**config.mk**
```make
export PLATFORM = sky130hd
export DESIGN_NAME = pulse_arbiter
export DESIGN_NICKNAME = d
export VERILOG_FILES = /design/src/rtl/pulse_arb_pkg.sv /design/src/rtl/hold_counter.sv /design/src/rtl/pulse_arbiter.sv
export SDC_FILE = /design/constraint.sdc
export NUM_CORES = 1
export LEC_CHECK = 0
export ABC_CLOCK_PERIOD_IN_PS = 1630
export BUFFER_PORTS_ARGS = -buffer_cell sky130_fd_sc_hd__buf_2
export CELL_PAD_IN_SITES_DETAIL_PLACEMENT = 1
export CELL_PAD_IN_SITES_GLOBAL_PLACEMENT = 1
export CORE_AREA = 2 2 39 41
export CTS_CLUSTER_DIAMETER = 100
export DETAILED_ROUTE_END_ITERATION = 10
export DIE_AREA = 0 0 41 43
export PLACE_DENSITY_LB_ADDON = 0.1
export SLEW_MARGIN = 30
export SYNTH_ARGS = -nofsm -noshare
export SYNTH_HDL_FRONTEND = slang
export SYNTH_HIERARCHICAL = 1
export SYNTH_SLANG_ARGS = --single-unit
```
**constraint.sdc**
```tcl
create_clock -name clk -period 1.63 [get_ports clk]
set_input_delay 0.163 -clock clk [delete_from_list [all_inputs] [get_ports clk]]
set_output_delay 0.163 -clock clk [all_outputs]
set_load 0.05 [all_outputs]
```
**src/rtl/pulse_arb_pkg.sv**
```systemverilog
// -----------------------------------------------------------------------------
// pulse_arb_pkg
// Shared definitions for the two-requester pulse arbiter:
//   - arb_state_e      : FSM state codes (IDLE=0, GNT_A=1, GNT_B=2, GAP=3)
//   - HOLD_MAX_DEFAULT : default maximum consecutive grant cycles
//   - arbitrate()      : the decision made in IDLE and GAP
// Optional feature macro used by the arbiter: PULSE_ARB_TIMEOUT_EN
// -----------------------------------------------------------------------------
package pulse_arb_pkg;

    typedef enum logic [2:0] {
        ST_IDLE  = 3'd0,
        ST_GNT_A = 3'd1,
        ST_GNT_B = 3'd2,
        ST_GAP   = 3'd3
    } arb_state_e;

    localparam int HOLD_MAX_DEFAULT = 8;

    // Decision taken from IDLE or GAP. last_b=1 means B held the most recent
    // grant, so under contention A wins; otherwise B wins.
    function automatic arb_state_e arbitrate(input logic req_a,
                                             input logic req_b,
                                             input logic last_b);
        arb_state_e nxt;
        if (req_a && req_b) begin
            nxt = last_b ? ST_GNT_A : ST_GNT_B;
        end else if (req_a) begin
            nxt = ST_GNT_A;
        end else if (req_b) begin
            nxt = ST_GNT_B;
        end else begin
            nxt = ST_IDLE;
        end
        return nxt;
    endfunction

endpackage

```
**src/rtl/hold_counter.sv**
```systemverilog
// -----------------------------------------------------------------------------
// hold_counter
// Counts consecutive grant cycles for the forced-release feature. Only built
// when PULSE_ARB_TIMEOUT_EN is defined; the default build carries no counter.
// Ports:
//   clk       in  : clock, rising edge
//   reset     in  : asynchronous active-high reset (count -> 0)
//   clear_i   in  : synchronous clear, has priority over en_i
//   en_i      in  : increment one step, saturating at LIMIT
//   reached_o out : high on the grant cycle that is the LIMIT-th one, i.e.
//                   the current count is already LIMIT-1 or more
// Parameters: LIMIT (2..15), CNT_W (LIMIT must fit in CNT_W bits)
// -----------------------------------------------------------------------------
`ifdef PULSE_ARB_TIMEOUT_EN
module hold_counter #(
    parameter int LIMIT = 8,
    parameter int CNT_W = 4
) (
    input  logic clk,
    input  logic reset,
    input  logic clear_i,
    input  logic en_i,
    output logic reached_o
);

    localparam logic [CNT_W-1:0] LIMIT_C = CNT_W'(LIMIT);
    localparam logic [CNT_W-1:0] LAST_C  = CNT_W'(LIMIT - 1);
    localparam logic [CNT_W-1:0] ONE_C   = CNT_W'(1);

    logic [CNT_W-1:0] count_q;
    logic [CNT_W-1:0] count_d;

    // Next count: clear wins, otherwise saturating increment.
    always_comb begin
        count_d = count_q;
        if (clear_i) begin
            count_d = '0;
        end else if (en_i && (count_q != LIMIT_C)) begin
            count_d = count_q + ONE_C;
        end else begin
            count_d = count_q;
        end
    end

    // Count register.
    always_ff @(posedge clk or posedge reset) begin
        if (reset) begin
            count_q <= '0;
        end else begin
            count_q <= count_d;
        end
    end

    // The count starts at 0 on the first grant cycle, so reaching LIMIT-1
    // marks the LIMIT-th cycle; releasing there yields exactly LIMIT grants.
    assign reached_o = (count_q >= LAST_C);

endmodule
`endif

```
**src/rtl/pulse_arbiter.sv**
```systemverilog
// -----------------------------------------------------------------------------
// pulse_arbiter
// Two-requester arbiter with alternating priority under contention and a
// one-cycle GAP after every grant.
// Optional feature: define PULSE_ARB_TIMEOUT_EN to force release of a grant
// after HOLD_MAX consecutive cycles (timeout pulses during that GAP cycle).
// Without it grants are held indefinitely and timeout is constant 0.
// Ports:
//   clk     in      : clock, rising edge
//   reset   in      : asynchronous active-high reset
//   req_a   in      : level request from A, held until served
//   req_b   in      : level request from B, held until served
//   gnt_a   out     : registered grant to A
//   gnt_b   out     : registered grant to B
//   busy    out     : registered, gnt_a | gnt_b
//   timeout out     : registered one-cycle pulse on forced release
//   state   out [3] : current FSM state code
// -----------------------------------------------------------------------------
module pulse_arbiter
    import pulse_arb_pkg::*;
#(
    parameter int HOLD_MAX = HOLD_MAX_DEFAULT,
    parameter int CNT_W    = 4
) (
    input  logic       clk,
    input  logic       reset,
    input  logic       req_a,
    input  logic       req_b,
    output logic       gnt_a,
    output logic       gnt_b,
    output logic       busy,
    output logic       timeout,
    output logic [2:0] state
);

    arb_state_e state_q;
    arb_state_e state_d;
    logic       last_b_q;      // 1: B was granted last, 0: A was granted last
    logic       last_b_d;
    logic       gnt_a_q;
    logic       gnt_b_q;
    logic       busy_q;

`ifdef PULSE_ARB_TIMEOUT_EN
    logic       timeout_q;
    logic       force_release_s;
    logic       hold_reached_s;
    logic       granting_s;

    assign granting_s = (state_q == ST_GNT_A) || (state_q == ST_GNT_B);

    // Held clear outside grant states, so every entry into a grant starts at 0.
    hold_counter #(
        .LIMIT (HOLD_MAX),
        .CNT_W (CNT_W)
    ) u_hold_counter (
        .clk       (clk),
        .reset     (reset),
        .clear_i   (!granting_s),
        .en_i      (granting_s),
        .reached_o (hold_reached_s)
    );
`endif

    // Next-state and last-granted decision.
    always_comb begin
        state_d  = state_q;
        last_b_d = last_b_q;
`ifdef PULSE_ARB_TIMEOUT_EN
        force_release_s = 1'b0;
`endif
        case (state_q)
            ST_IDLE, ST_GAP: begin
                state_d = arbitrate(req_a, req_b, last_b_q);
            end
            ST_GNT_A: begin
                if (!req_a) begin
                    state_d = ST_GAP;
`ifdef PULSE_ARB_TIMEOUT_EN
                end else if (hold_reached_s) begin
                    state_d         = ST_GAP;
                    force_release_s = 1'b1;
`endif
                end else begin
                    state_d = ST_GNT_A;
                end
            end
            ST_GNT_B: begin
                if (!req_b) begin
                    state_d = ST_GAP;
`ifdef PULSE_ARB_TIMEOUT_EN
                end else if (hold_reached_s) begin
                    state_d         = ST_GAP;
                    force_release_s = 1'b1;
`endif
                end else begin
                    state_d = ST_GNT_B;
                end
            end
            default: begin
                state_d = ST_IDLE;
            end
        endcase

        // Grant states are only entered from IDLE/GAP, so any move into one
        // is a fresh grant and records the winner.
        if ((state_d == ST_GNT_A) && (state_q != ST_GNT_A)) begin
            last_b_d = 1'b0;
        end else if ((state_d == ST_GNT_B) && (state_q != ST_GNT_B)) begin
            last_b_d = 1'b1;
        end else begin
            last_b_d = last_b_q;
        end
    end

    // State and registered outputs; outputs are decoded from the next state so
    // they line up with the state register.
    always_ff @(posedge clk or posedge reset) begin
        if (reset) begin
            state_q   <= ST_IDLE;
            last_b_q  <= 1'b1;
            gnt_a_q   <= 1'b0;
            gnt_b_q   <= 1'b0;
            busy_q    <= 1'b0;
`ifdef PULSE_ARB_TIMEOUT_EN
            timeout_q <= 1'b0;
`endif
        end else begin
            state_q   <= state_d;
            last_b_q  <= last_b_d;
            gnt_a_q   <= (state_d == ST_GNT_A);
            gnt_b_q   <= (state_d == ST_GNT_B);
            busy_q    <= (state_d == ST_GNT_A) || (state_d == ST_GNT_B);
`ifdef PULSE_ARB_TIMEOUT_EN
            timeout_q <= force_release_s;
`endif
        end
    end

    assign gnt_a = gnt_a_q;
    assign gnt_b = gnt_b_q;
    assign busy  = busy_q;
    assign state = state_q;
`ifdef PULSE_ARB_TIMEOUT_EN
    assign timeout = timeout_q;
`else
    assign timeout = 1'b0;
`endif

endmodule

```
* After elaboration in Yosys (flattened, before gate mapping)
Index checks and enable logic that the tools add are counted.
** Word-level totals
- Register bits after elaboration :: 7
- Input bits :: 4
** Cells by class
- Equality and inequality tests :: 7
- Reductions and logical operators :: 7
- Muxes and demuxes :: 9
** Operators by type and width (count)
- two-way mux 2 bit :: 5
- == test 3 x 2 -> 1 bit (second input constant) :: 3
- case mux 3 bit (3 select lines) :: 1
- == test 3 x 1 -> 1 bit (second input constant) :: 2
- logical AND 1 bit :: 3
- zero test 3 bit :: 1
- two-way mux 1 bit :: 3
- inequality test 3 x 1 -> 1 bit (second input constant) :: 1
- inequality test 3 x 2 -> 1 bit (second input constant) :: 1
- nonzero test 2 bit :: 1
- OR reduction 2 bit :: 1
- logical OR 1 bit :: 1

* Depth between registers and ports, before layout
- Depth in word-level cells :: 8
- Gate-level depth with buffers :: 8
- Mapped depth without buffers :: 8

* Worst setup path after synthesis
Ideal clock, no wire load.
- Kind :: register to register
- From :: register state_q[0], in the netlist state[0]
- To :: register last_b_q
- Required time :: 1.549 ns
- Clock period less this slack :: 1.752 ns
- Library setup time :: 0.081 ns
- Cell stages (with the launch flop) :: 9
- Arrival time :: 1.671 ns
- Path buffers :: 0
- Path slack :: -0.122 ns
- Cell sequence :: dfrtp_1 inv_1 ha_1 nand2_1 o21ai_1 a21o_1 ha_1 a21oi_1 a21oi_1
** Between the ends
- Longest elaborated chain between the ends :: 6
- Elaborated cells between the ends (all ways) :: 14
** Ends and longest elaborated chain
- start: declaration :: line pulse_arbiter.sv:36 : arb_state_e state_q;
- start signal: assignment :: line pulse_arbiter.sv:129 : state_q <= state_d;
- == test 3 x 2 -> 1 bit / zero test 3 bit (equally long branches) :: line pulse_arbiter.sv:72 : case (state_q)
- OR reduction 2 bit :: line pulse_arbiter.sv:72
- case mux 3 bit (3 select lines) (*) :: line pulse_arbiter.sv:72
- via state_d[1] :: line pulse_arbiter.sv:37 : arb_state_e state_d;
- == test 3 x 1 -> 1 bit / == test 3 x 2 -> 1 bit (equally long branches) :: line pulse_arbiter.sv:107, pulse_arbiter.sv:109
- logical AND 1 bit (on tied branches) :: line pulse_arbiter.sv:107, pulse_arbiter.sv:109
- two-way mux 1 bit / nonzero test 2 bit (equally long branches)
- end signal: assignment :: line pulse_arbiter.sv:130 : last_b_q <= last_b_d;
- end: declaration :: line pulse_arbiter.sv:38 : logic last_b_q;
The timed path passes the listed nets; every way through them passes the cells marked *.
A chain may end at the register's enable or synchronous reset.

* Worst setup path after layout
Same ends and word-level chain as after synthesis.

==> out/metrics.yaml <==
n_antenna_cell: 0
outcome: "finished clean"
grt_util_all_layers_pct: 8.999
die_h_um: 43
cts-buffers-inserted: 3
layout_commonest_cell: "buf_2"
setup_viol: 0
grt_pass1_vias: 242
area_growth_pct: 30.24
post_drt_wl_per_cell_um: 10.32
start_util_pct: 22.42
viasPerCell: 4.085
synth.distinct_cells: 14
drtPass1Iterations: 1
overflow: 0
syn_area_um2: 310.3
cap_violations: 0
clkSlewWorstSetupHoldPaths_ns: 0.05
yosys_warnings: 6
numPortBuffers: 8
final_cell_mix: "8 x buf_2, 7 x inv_1, 3 x ha_1, 3 x dfrtp_1, 3 x clkbuf_4"
crit_type: "reg -> reg"
core_um2: 1384
die_width_um: 41
cp_cell_sequence: "inv_1 > ha_1 > a22oi_2 > o21ai_0 > ha_1 > a21oi_1"
num_vias: 241
cts.sinks: 6
clock_path_buffers: 2
nNetsFinal: 52
fin_crit_ns: 1.522
drt_iter0_markers: 0
ios: 11
dieArea_um2: 1763
worst_setup_path_end_kind: "flip-flop"
crit_slowest_cell: "dfrtp_2"
htree_levels: 1
crit_path_frequent_cell: "ha_1"
gp_congestion: 0.6957
syn_avg_cell_area_um2: 10.01
rsz0062_at_grt: "false"
hold_viol_final: 0
synthAdderAreaFrac_pct: 16.13
finalCritPeriodShare_pct: 93.34
start_kind: "flip-flop"
hp-class: "in -> reg"
grt_pass1_wl_um: 1000
synth_cells: 31
finClkSkew_ns: 0.003454
synth_compound_area_share_pct: 16.94
synth_top_family_by_area: "compound AO/OA/AOI/OAI gates"
row_count: 14
worstPathMaxFanout: 3
clk_latency_ns: 0.25
worstPathRequired_ns: 1.81
fmax_ghz: 0.6572
muxShareOfSynthArea_pct: 0
antenna_left: 0
drc: 0
clockRootBuffer: "clkbuf_4"
tritoncts: "yes"
fin_tns_setup_ns: 0
worst_path_largest_cell_delay_ns: 0.36
ys_ff_latch: 6
synth_simple_gate_area_share_pct: 3.629
drt-total-wl_um: 609
drv_slew: 0
drive_gt1_share_pct: 39.53
path_delay_family: "adder cells"
yosysSeqAreaShare_pct: 48.79
cp_data_arrival_time_ns: 1.70
antenna_found_initial: 0
cp_num_buf_inv: 1
synth_xor_area_share_pct: 0
dp_hpwl_um: 510.2
grt_max_degree: 7
nFillCells: 168
## worst paths after layout
check                            to  cells past startpoint  slack, ns     start
min reg2reg                last_b_q                      2       0.53  last_b_q
max                        last_b_q                      6       0.11  state[0]
min                        state[1]                      3       0.29     req_a
max in group asynchronous  last_b_q                      3       1.01     reset
min in group asynchronous     gnt_a                      3       0.36     reset
max reg2reg                last_b_q                      6       0.11  state[0]
## state kept, by name, indices dropped and copies added (netlist names)
register and cells:
busy 1, gnt_a 1, gnt_b 1, last_b_q 1
state 2
## stage by stage
stage	hold slack [ns]	cells	util (%)	cell area, um2	setup WS, ns
final	0.2910	59	29.20	404.1	0.1085
after CTS	0.2769	59	28.75	397.9	0.08190
after floorplan	-0.04690	32	-	316.6	0.01664
after detailed placement	0.09066	54	26.13	361.6	0.08711
after global routing	0.3063	59	29.20	404.1	0.02042
after global placement	0.07454	54	26.13	361.6	0.09059
## cell families after synthesis
family,after synthesis
AND/OR/NAND/NOR,3
other,1
buffers and inverters,9
AO/OA/AOI/OAI,8
flip-flops,6
adder cells (fa/ha/maj),4
## worst register-to-register path, stage by stage, from the launching register on
cell,delay (ns)
dfrtp_2,0.36
inv_1,0.04
ha_1,0.31
a22oi_2,0.19
o21ai_0,0.16
ha_1,0.24
a21oi_1,0.16
## layout make-up
type                       count  area (um2)  area share, %
clock buffer                   4       26.28          6.502
inverter                       7       26.28          6.502
multi-input combinational     17       127.6          31.58
sequential                     6       153.9          38.08
tap                           16       20.02          4.954
timing repair buffer           9       50.05          12.38
## cell usage after synthesis
library cell | number | share of area [%]
nor2_1 | 1 | 1.2
inv_1 | 7 | 8.5
a22oi_2 | 1 | 4.0
o21ai_1 | 1 | 1.6
buf_4 | 2 | 4.8
o21ai_0 | 1 | 1.6
a21oi_1 | 3 | 4.8
dfstp_2 | 1 | 8.5
a21o_1 | 1 | 2.4
ha_1 | 4 | 16
nand2_1 | 2 | 2.4
conb_1 | 1 | 1.2
dfrtp_1 | 5 | 40
o21a_1 | 1 | 2.4
## what timing repair did
item,in CTS,in global routing
setup buffers,0,0
resized for setup,0,2
hold endpoints to repair,5,0
endpoints found under the setup margin,0,1
hold buffers,1,0
## layer usage
layer	global-route usage (%)	routed length, um	share of wire (%)
met1	10.53	234	38
met5	0	0	0
met3	3.141	34	5.6
met2	13.13	322	53
met4	6.000	17	2.8
Power is left out: the tool's default activity adds up to more than one toggle a clock period on the data nets, which glitch-free logic cannot reach.
